`config.mk`:
```
export PLATFORM = sky130hd
export DESIGN_NAME = pc_stack_unit
export DESIGN_NICKNAME = d
export VERILOG_FILES = /design/src/rtl/pc_stack_unit.sv
export SDC_FILE = /design/constraint.sdc
export NUM_CORES = 1
export LEC_CHECK = 0
export CORE_UTILIZATION = 45
export DETAILED_ROUTE_END_ITERATION = 6
export SYNTH_ARGS = -nofsm -noshare
export SYNTH_HDL_FRONTEND = slang
export SYNTH_SLANG_ARGS = --single-unit
```
`constraint.sdc`:
```
create_clock -name clk -period 4.4 [get_ports clk]
set_input_delay 1.32 -clock clk [delete_from_list [all_inputs] [get_ports clk]]
set_output_delay 1.32 -clock clk [all_outputs]
set_load 0.005 [all_outputs]
```
`src/rtl/pc_stack_unit.sv`:
```
// pc_stack_unit: program counter for the Gumnut core. It holds the PC, a return-address
// stack (jsb/ret/int/reti) and a nested interrupt flag-save stack (Z, C).
//
// Ports:
//   clk, rst          rising-edge clock, synchronous active-high reset
//   cen, pc_en        global clock enable, PC/stack update enable (both needed)
//   pc_op             0 INC, 1 JMP, 2 BZ, 3 BNZ, 4 BC, 5 BNC, 6-7 hold
//   z_i, c_i          ALU flags used for branch conditions and interrupt save
//   addr_i, disp_i    absolute jump target, signed branch displacement
//   push_i, pop_i     jsb / ret
//   int_i, reti_i     interrupt entry / return
//   pc_o              registered program counter
//   intz_o, intc_o    top of flag-save stack (0 when empty)
//   depth_o, full_o, empty_o   return-stack occupancy and status
//   ovf_o, unf_o      sticky overflow / underflow of either stack, cleared by rst only
module pc_stack_unit #(
    parameter int ADDR_W      = 12,
    parameter int DISP_W      = 8,
    parameter int STACK_DEPTH = 8,
    parameter int INT_DEPTH   = 1,
    parameter int RESET_PC    = 0,
    parameter int INT_VECTOR  = 1,
    localparam int DW = $clog2(STACK_DEPTH + 1)
) (
    input  logic              clk,
    input  logic              rst,
    input  logic              cen,
    input  logic              pc_en,
    input  logic [2:0]        pc_op,
    input  logic              z_i,
    input  logic              c_i,
    input  logic [ADDR_W-1:0] addr_i,
    input  logic [DISP_W-1:0] disp_i,
    input  logic              push_i,
    input  logic              pop_i,
    input  logic              int_i,
    input  logic              reti_i,
    output logic [ADDR_W-1:0] pc_o,
    output logic              intz_o,
    output logic              intc_o,
    output logic [DW-1:0]     depth_o,
    output logic              full_o,
    output logic              empty_o,
    output logic              ovf_o,
    output logic              unf_o
);
    // Index widths; storage is rounded up to a power of two so any index value is in range.
    localparam int AW  = (STACK_DEPTH > 1) ? $clog2(STACK_DEPTH) : 1;
    localparam int FDW = $clog2(INT_DEPTH + 1);
    localparam int FAW = (INT_DEPTH > 1) ? $clog2(INT_DEPTH) : 1;

    localparam logic [2:0] OP_INC = 3'd0, OP_JMP = 3'd1, OP_BZ = 3'd2,
                           OP_BNZ = 3'd3, OP_BC = 3'd4, OP_BNC = 3'd5;

    logic [ADDR_W-1:0] pc;
    logic [ADDR_W-1:0] rs [0:(1<<AW)-1];
    logic [DW-1:0]     sp;
    logic [1:0]        fs [0:(1<<FAW)-1];
    logic [FDW-1:0]    fsp;
    logic              ovf, unf;

    logic [ADDR_W-1:0] pc_inc, pc_br, pc_opnext;
    logic [DW-1:0]     sp_m1;
    logic [FDW-1:0]    fsp_m1;
    logic [AW-1:0]     wr_idx, top_idx;
    logic [FAW-1:0]    fwr_idx, ftop_idx;
    logic              rs_full, rs_empty, fs_full, fs_empty;

    always_comb begin
        pc_inc   = pc + ADDR_W'(1);
        // Sized cast of a signed value sign-extends the displacement.
        pc_br    = pc + ADDR_W'($signed(disp_i));
        sp_m1    = sp - DW'(1);
        fsp_m1   = fsp - FDW'(1);
        wr_idx   = sp[AW-1:0];
        top_idx  = sp_m1[AW-1:0];
        fwr_idx  = fsp[FAW-1:0];
        ftop_idx = fsp_m1[FAW-1:0];
        rs_full  = (sp == DW'(STACK_DEPTH));
        rs_empty = (sp == '0);
        fs_full  = (fsp == FDW'(INT_DEPTH));
        fs_empty = (fsp == '0);

        pc_opnext = pc;
        case (pc_op)
            OP_INC: pc_opnext = pc_inc;
            OP_JMP: pc_opnext = addr_i;
            OP_BZ:  pc_opnext = z_i  ? pc_br : pc_inc;
            OP_BNZ: pc_opnext = !z_i ? pc_br : pc_inc;
            OP_BC:  pc_opnext = c_i  ? pc_br : pc_inc;
            OP_BNC: pc_opnext = !c_i ? pc_br : pc_inc;
            default: pc_opnext = pc;   // reserved ops hold
        endcase
    end

    always_ff @(posedge clk) begin
        if (rst) begin
            pc  <= ADDR_W'(RESET_PC);
            sp  <= '0;
            fsp <= '0;
            ovf <= 1'b0;
            unf <= 1'b0;
        end else if (cen && pc_en) begin
            if (int_i) begin
                // Return address is the current, unincremented PC.
                if (rs_full) ovf <= 1'b1;
                else begin
                    rs[wr_idx] <= pc;
                    sp         <= sp + DW'(1);
                end
                if (fs_full) ovf <= 1'b1;
                else begin
                    fs[fwr_idx] <= {z_i, c_i};
                    fsp         <= fsp + FDW'(1);
                end
                pc <= ADDR_W'(INT_VECTOR);
            end else if (reti_i || pop_i) begin
                if (rs_empty) begin
                    pc  <= ADDR_W'(RESET_PC);
                    unf <= 1'b1;
                end else begin
                    pc <= rs[top_idx];
                    sp <= sp_m1;
                end
                if (reti_i) begin
                    if (fs_empty) unf <= 1'b1;
                    else          fsp <= fsp_m1;
                end
            end else if (push_i) begin
                if (rs_full) ovf <= 1'b1;
                else begin
                    rs[wr_idx] <= pc_inc;
                    sp         <= sp + DW'(1);
                end
                pc <= pc_opnext;
            end else begin
                pc <= pc_opnext;
            end
        end
    end

    assign pc_o    = pc;
    assign depth_o = sp;
    assign full_o  = rs_full;
    assign empty_o = rs_empty;
    assign ovf_o   = ovf;
    assign unf_o   = unf;
    assign intz_o  = fs_empty ? 1'b0 : fs[ftop_idx][1];
    assign intc_o  = fs_empty ? 1'b0 : fs[ftop_idx][0];
endmodule

```
**Yosys cells after proc, flatten, opt, wreduce, memory -nomap -nowiden**

Memory sizes are Yosys's and may differ from the RTL's.
Cells that the tools add are included.

- Register bits after elaboration: 19
- Memory bits (writable): 100
- Input port bits: 33
- Output and inout bits: 22
- Logic and storage cells: 82
- Memories: 2

Memories:

| memory | words | width | read ports | clocked after Yosys merged registers in | write ports | line | RTL |
|---|---|---|---|---|---|---|---|
| rs | 8 | 12 | 1 | 0 | 1 | 56 | `logic [ADDR_W-1:0] rs [0:(1<<AW)-1];` |
| fs | 2 | 2 | 1 | 0 | 1 | 58 | `logic [1:0] fs [0:(1<<FAW)-1];` |

- Add/sub/neg operators: 6
- Eq/ne operators: 8
- Muxes and demuxes: 45
- Bitwise logic cells: 2
- Reductions and logical operators: 14

Operators by type and width:

| kind | count |
|---|---|
| 12-bit two-way mux | 8 |
| 12-bit one-hot mux with 6 select lines | 1 |
| 1-bit two-way mux | 31 |
| 4-bit two-way mux | 5 |
| 12-bit by 1-bit adder with 12-bit output (second input constant) | 1 |
| 12-bit adder | 1 |
| 3-bit AND reduction | 4 |
| 8-bit nonzero test | 1 |
| 3-bit by 2-bit equality test with 1-bit output (second input constant) | 2 |
| 3-bit equality test (second input constant) | 2 |
| 2-bit nonzero test | 3 |
| 4-bit by 1-bit adder with 4-bit output (second input constant) | 1 |
| 4-bit equality test (second input constant) | 1 |
| 4-bit logical NOT | 1 |
| 4-bit by 1-bit subtractor with 4-bit output (second input constant) | 1 |
| 3-bit by 1-bit equality test with 1-bit output (second input constant) | 1 |
| 3-bit logical NOT | 1 |
| 3-bit inequality test (second input constant) | 1 |
| 3-bit nonzero test | 1 |
| 2-bit inequality test (second input constant) | 1 |
| 2-bit AND reduction | 1 |
| 1-bit adder (second input constant) | 1 |
| 1-bit logical AND | 1 |
| 1-bit logical OR | 1 |
| 3 further kinds | 3 |

**Logic depth before layout (Yosys ltp)**

Gate-level depths: netlist (run 1).

- Word-level depth: 9
- Mapped depth: 12
- Mapped depth without buffers: 8

**Worst setup path before layout (run 1)**

OpenSTA, ideal clock, no wires.

- Path kind: input to register
- Start: input pop_i
- End: memory rs[1][0], enable pin
- Setup time: 0.396 ns
- Data arrival time: 3.148 ns
- Data required time: 4.004 ns
- Path slack: 0.856 ns
- Stages on the path: 5
- Buffers on the path: 0
- Path through: nor2_2 > nand2_1 > a2111oi_0 > nand2_1 > nor3_1

- Word-level cells in the longest chain between the ends: 7

Ends and longest elaborated chain:

| what | line | RTL |
|---|---|---|
| start: declaration | 35 | `input logic pop_i,` |
| 1-bit logical OR | 117 | `end else if (reti_i \|\| pop_i) begin` |
| 1-bit two-way mux | 117 |  |
| 1-bit two-way mux | 104 | `if (int_i) begin` |
| 1-bit two-way mux | 103 | `end else if (cen && pc_en) begin` |
| 1-bit two-way mux | 97 | `if (rst) begin` |
| 1-bit two-way mux (not written as such) | 132 | `rs[wr_idx] <= pc_inc;` |
| 1-bit bitwise OR (no source line) | n/a |  |
| end: declaration | 56 |  |

Every way passes these cells.

**Worst setup path after layout (run 1)**

- Start: register sp[1], in the netlist depth_o[1]
- End: output full_o

- Word-level cells in the longest chain between the ends: 1

Ends and longest elaborated chain:

| what | line | RTL |
|---|---|---|
| start: declaration | 57 | `logic [DW-1:0] sp;` |
| start signal: assignment | 109 | `sp <= sp + DW'(1);` |
| start signal: assignment | 123 | `sp <= sp_m1;` |
| start signal: assignment | 133 | `sp <= sp + DW'(1);` |
| 4-bit equality test | 79 | `rs_full = (sp == DW'(STACK_DEPTH));` |
| end: declaration | 42 | `output logic full_o,` |

Every way passes these cells.

==> flow_metrics.tcl, run 1 <==
set metrics [dict create \
    clock-sinks 117 \
    nFillCells 1106 \
    first_pass_iters 5 \
    crit_path_start_kind "register" \
    grt_setup_unrepaired "false" \
    place_congestion 0.895 \
    via_per_inst 5.70 \
    grt_max_degree 30 \
    yosys.area.top_type "edfxtp_1" \
    ys_ff_latch 117 \
    max_cap_violations 0 \
    r2r-start "depth_o[1]" \
    drive_gt1_share_pct 14.1 \
    cts_hold_buf 0 \
    setup_viol 0 \
    overflow 0 \
    ir_drop_mv 0.304 \
    yosysMostFrequentCell "edfxtp_1" \
    syn-num-nets 525 \
    synth_commonest_cells "98 x edfxtp_1, 45 x nand2_1, 28 x a21oi_1, 28 x nor2_1, 22 x o21ai_0" \
    crit_type "reg2out" \
    fmax_mhz 263 \
    synth_edf_count 98 \
    finalSetupTns_ps 0 \
    cts_tree "yes" \
    place_area_um2 6900 \
    hold_viol 0 \
    antenna_cells 0 \
    endpoint_kind "output port" \
    vias 4210 \
    final_area_um2 7470 \
    worstMarginPinSlew_ps 777 \
    synthFlopType "edfxtp_1" \
    port_buffers 54 \
    drv_slew 0 \
    wl_per_cell_um 19.9 \
    crit_arrival_ps 2480 \
    clockRootBuffer "clkbuf_16" \
    multi_input_area_um2 2570 \
    reg2reg_depth 8 \
    hold_class "reg2reg" \
    hold_depth 2 \
    yosys_warnings 0 \
    cp.required_ps 3080 \
    clk_pin_slew_worst_paths_ps 50 \
    cts_resized 0 \
    netlist-cell-type-count 67 \
    initial_core_util_pct 46.0 \
    finalCritPeriodShare_pct 86.4 \
    rr_endpoint "rs[3][9]" \
    io_pins 55 \
    power_density_nw_per_um2 394 \
    cts_setup_buffers 0 \
    grt_antenna_before_repair 0 \
    hpwl_mm 10.3 \
    holdPathEnd "unf_o" \
    avgSynthCellArea_um2 12.8 \
    synth.area.top_cells "edfxtp_1 48%, dfxtp_1 6.2%, mux4_1 5.6%" \
    async_reset_ff_share_pct 0 \
    fin_crit_ps 3800 \
    drt-initial-drc-count 303 \
    htreeDepth 4 \
    ys_seq_area_share_pct 54.6 \
    ff2ff_setup_slack_ps 1390 \
    clk_latency_ps 410 \
    final_antenna_net_count 0 \
    hp-start "unf_o" \
    core_area_um2 13200 \
    synth_cells 477 \
    clock_path_buffers 2 \
    numCtsBuffers 17 \
    outcome "finished clean" \
    seqCellArea_um2 3320 \
    grt_usage_pct 22.2 \
    grt_pass1_vias 4118 \
    die_w_um 118 \
    die_area_um2 14000 \
    row_count 42 \
    drc 0 \
    nets 598 \
    crit_fanout 10 \
    syn-cell-area_um2 6090 \
    fin_skew_ps 7.79 \
    netlist.area_leader.share_pct 48.3 \
    relSlewSlack_pct 48.0 \
    die_y_um 118 \
    leakage_nw 2.64 \
    area_growth_pct 22.6 \
    grt_pass1_wl_mm 23.0 \
    wirelength_mm 14.7 \
]
[worst max-delay path: stages (launching register included)]
cell             delay (ps)
dfxtp_1                 400
inv_1                   120
ha_1                    340
nand2_1                 140
nor2_1                  450
clkdlybuf4s50_1         610
[power by group]
part	switching, mW	leakage (nW)	total [mW]	internal [mW]
Combinational	0.204	1.29	0.376	0.172
Sequential	0.0171	1.07	1.23	1.21
Clock	0.462	0.274	1.34	0.881
[worst max-delay path by stage]
| stage | start | to | slack [ps] | cells past startpoint |
|---|---|---|---|---|
| 2_1_floorplan | pop_i | rs[1][0] | 860 | 5 |
| 6_report | depth_o[1] | full_o | 600 | 5 |
| 3_5_place_dp | pop_i | rs[3][9] | 720 | 7 |
| 5_1_grt | depth_o[1] | full_o | 480 | 5 |
| 3_3_place_gp | cen | rs[1][9] | 760 | 7 |
| 4_1_cts | depth_o[1] | full_o | 600 | 5 |
[flip-flops by register name, indices dropped and copies added (netlist names)]
name / flops
depth_o: 4
pc_o: 12
rs: 96
ovf_o: 1
fs_full: 1
unf_o: 1
fs: 2
[cell usage in the layout (no fill, tap or decap), types with 11 or more instances in the layout]
cell             synthesis  layout
a21oi_1                 28      28
buf_4                    2      26
clkbuf_16                0      17
clkdlybuf4s50_1          0      54
dfxtp_1                 19      19
edfxtp_1                98      98
ha_1                    14      14
inv_1                   11      11
mux4_1                  13      13
mux4_2                  11      11
nand2_1                 45      45
nand3_1                 12      12
nor2_1                  28      28
nor3_1                  11      11
o21ai_0                 22      22
xnor2_1                 20      20
[cell families (layout without fill, tap and decap cells)]
logic type / Yosys count / count (layout) / share of synthesized area (%)
AO/OA/AOI/OAI: 107 / 107 / 11.5
XOR/XNOR: 30 / 30 / 4.62
adder cells (fa/ha/maj): 15 / 15 / 3.20
buffers and inverters: 38 / 123 / 3.25
flip-flops: 117 / 117 / 54.6
multiplexers: 36 / 36 / 11.7
AND/OR/NAND/NOR: 134 / 134 / 11.2
[metrics by stage]
step	utilization, %	total power [mW]	instances	hold WS [ps]	setup slack, ps
5_1_grt	56.4	3.04	738	540	481
4_1_cts	56.4	2.97	738	501	603
6_report	56.4	2.94	738	489	599
3_5_place_dp	52.1	1.62	707	486	718
2_1_floorplan	-	1.49	477	460	856
3_3_place_gp	52.1	1.62	707	454	763
[per-layer routing]
metal | track usage, % | routed length (um)
met5 | 0 | 0
met2 | 36.5 | 7120
met1 | 28.3 | 6580
met3 | 5.36 | 713
met4 | 8.65 | 261
[cell type report]
cell class | instances | share of cell area [%]
tap | 176 | 2.95
inverter | 12 | 0.620
multi-input combinational | 322 | 34.4
clock buffer | 21 | 5.90
clock inverter | 10 | 1.78
timing repair buffer | 80 | 9.85
sequential | 117 | 44.5
Note: power is estimated with default switching activity, not from simulation.
==> run 2: changes to the inputs <==
--- a/config.mk
+++ b/config.mk
@@ -6,7 +6,9 @@
 export NUM_CORES = 1
 export LEC_CHECK = 0
 export CORE_UTILIZATION = 45
+export CTS_BUF_LIST = sky130_fd_sc_hd__clkbuf_4 sky130_fd_sc_hd__clkbuf_8
 export DETAILED_ROUTE_END_ITERATION = 6
+export RECOVER_POWER = 100
 export SYNTH_ARGS = -nofsm -noshare
 export SYNTH_HDL_FRONTEND = slang
 export SYNTH_SLANG_ARGS = --single-unit
==> run 2 against run 1 <==
Compared with the run above:
- sequential cell count is the same
- critical endpoint is now empty_o
- utilization is 2.0 points lower
- largest power group is now sequential cells
- critical path type unchanged
- sequential share of layout area increased by 1.6 points
==> flow_metrics.tcl, run 2 (synthesis results as in run 1) <==
set metrics [dict create \
    rr_endpoint "rs[0][10]" \
    clock-sinks 117 \
    fin_crit_ps 3920 \
    grt_antenna_before_repair 0 \
    layout_common_cells "98 x edfxtp_1, 45 x nand2_1, 30 x clkdlybuf4s50_1" \
    worstPathCellList "inv_1 -> ha_1 -> or3b_4 -> clkinvlp_2 -> clkdlybuf4s50_1" \
    port_buffers 54 \
    grt_usage_pct 21.8 \
    cts_resized 0 \
    clk_latency_ps 420 \
    final_antenna_net_count 0 \
    crit_fanout 10 \
    hold_class "reg2reg" \
    wirelength_mm 14.6 \
    cts_tree "yes" \
    first_pass_iters 4 \
    holdPathEnd "unf_o" \
    htreeDepth 4 \
    outcome "finished clean" \
    die_w_um 118 \
    power_density_nw_per_um2 358 \
    drv_slew 0 \
    core_area_um2 13200 \
    relSlewSlack_pct 30.1 \
    finalCritPeriodShare_pct 89.1 \
    max_cap_violations 0 \
    setup_viol 0 \
    grt_pass1_wl_mm 22.7 \
    cp.required_ps 3080 \
    fmax_mhz 255 \
    leakage_nw 2.54 \
    initial_core_util_pct 46.0 \
    drc 0 \
    top_register "rs" \
    clockRootBuffer "clkbuf_8" \
    ir_drop_mv 0.241 \
    pre_cts_ws_ps 718 \
    grt_setup_unrepaired "false" \
    overflow 0 \
    hold_depth 2 \
    endpoint_kind "output port" \
    grt_pass1_vias 4081 \
    clk_pin_slew_worst_paths_ps 70 \
    via_per_inst 5.67 \
    vias 4188 \
    area_growth_pct 18.3 \
    wl_per_cell_um 19.8 \
    finalSetupTns_ps 0 \
    timing.final.ws_setup_ps 478 \
    place_congestion 0.895 \
    reg2reg_depth 9 \
    antenna_cells 0 \
    die_y_um 118 \
    clock_path_buffers 2 \
    numCtsBuffers 17 \
    cts_hold_buf 0 \
    hold_viol 0 \
    nets 598 \
    worstMarginPinSlew_ps 1050 \
    largest_reg_flops 96 \
    grt_max_degree 30 \
    ff2ff_setup_slack_ps 1140 \
    row_count 42 \
    die_area_um2 14000 \
    place_area_um2 6900 \
    slowest_stage "clkdlybuf4s50_1" \
    final_common_cell "edfxtp_1" \
    drive_gt1_share_pct 10.9 \
    r2r-start "depth_o[1]" \
    crit_path_start_kind "register" \
    fin_skew_ps 8.48 \
    crit_type "reg2out" \
    whs_ps 488 \
    slowest_delay_ps 560 \
    final_area_um2 7200 \
    power.total_mw 2.58 \
    hpwl_mm 10.3 \
    hp-start "unf_o" \
    crit_arrival_ps 2600 \
    io_pins 55 \
    drt-initial-drc-count 401 \
    cts_setup_buffers 0 \
]
==> run 2: how the worst max path moves through the flow <==
stage | from | end | slack [ps]
floorplan | pop_i | rs[1][0] | 860
global placement | cen | rs[1][9] | 760
finish | depth_o[1] | empty_o | 480
detailed placement | pop_i | rs[3][9] | 720
CTS | depth_o[1] | full_o | 570
global route | depth_o[1] | empty_o | 350
==> run 2: per-layer routing <==
layer  track usage (%)  up-vias  wire [um]
met1              28.2     2064       6540
met4              6.57        0        186
met5                 0        -          0
li1                  -     1999          -
met3              5.16       13        747
met2              36.4      112       7120
==> run 2: power by group <==
part	leakage, nW	internal (mW)	total (mW)	switching (mW)
logic	1.27	0.164	0.365	0.202
registers	1.07	1.21	1.22	0.0170
clock network	0.201	0.577	0.987	0.410
total	2.54	1.95	2.58	0.629
==> run 2: layout make-up <==
class,count,area [um^2]
Clock buffer,21,264
Sequential cell,117,3320
Multi-Input combinational cell,322,2550
Tap cell,176,220
Fill cell,1156,6040
Inverter,12,46.3
Timing Repair Buffer,80,662
Clock inverter,10,133
==> run 2: worst max-delay path: cells and delay by family, from the launching register on <==
family                   cells  cell delay (ps)
buffers and inverters        3              960
adder cells (fa/ha/maj)      1              340
flip-flops                   1              400
AND/OR/NAND/NOR              1              460
==> run 2: metrics by stage <==
stage | instances | utilization (%)
floorplan | 477 | -
global placement | 707 | 52.1
detailed placement | 707 | 52.1
CTS | 738 | 55.1
global route | 738 | 54.4
finish | 738 | 54.4
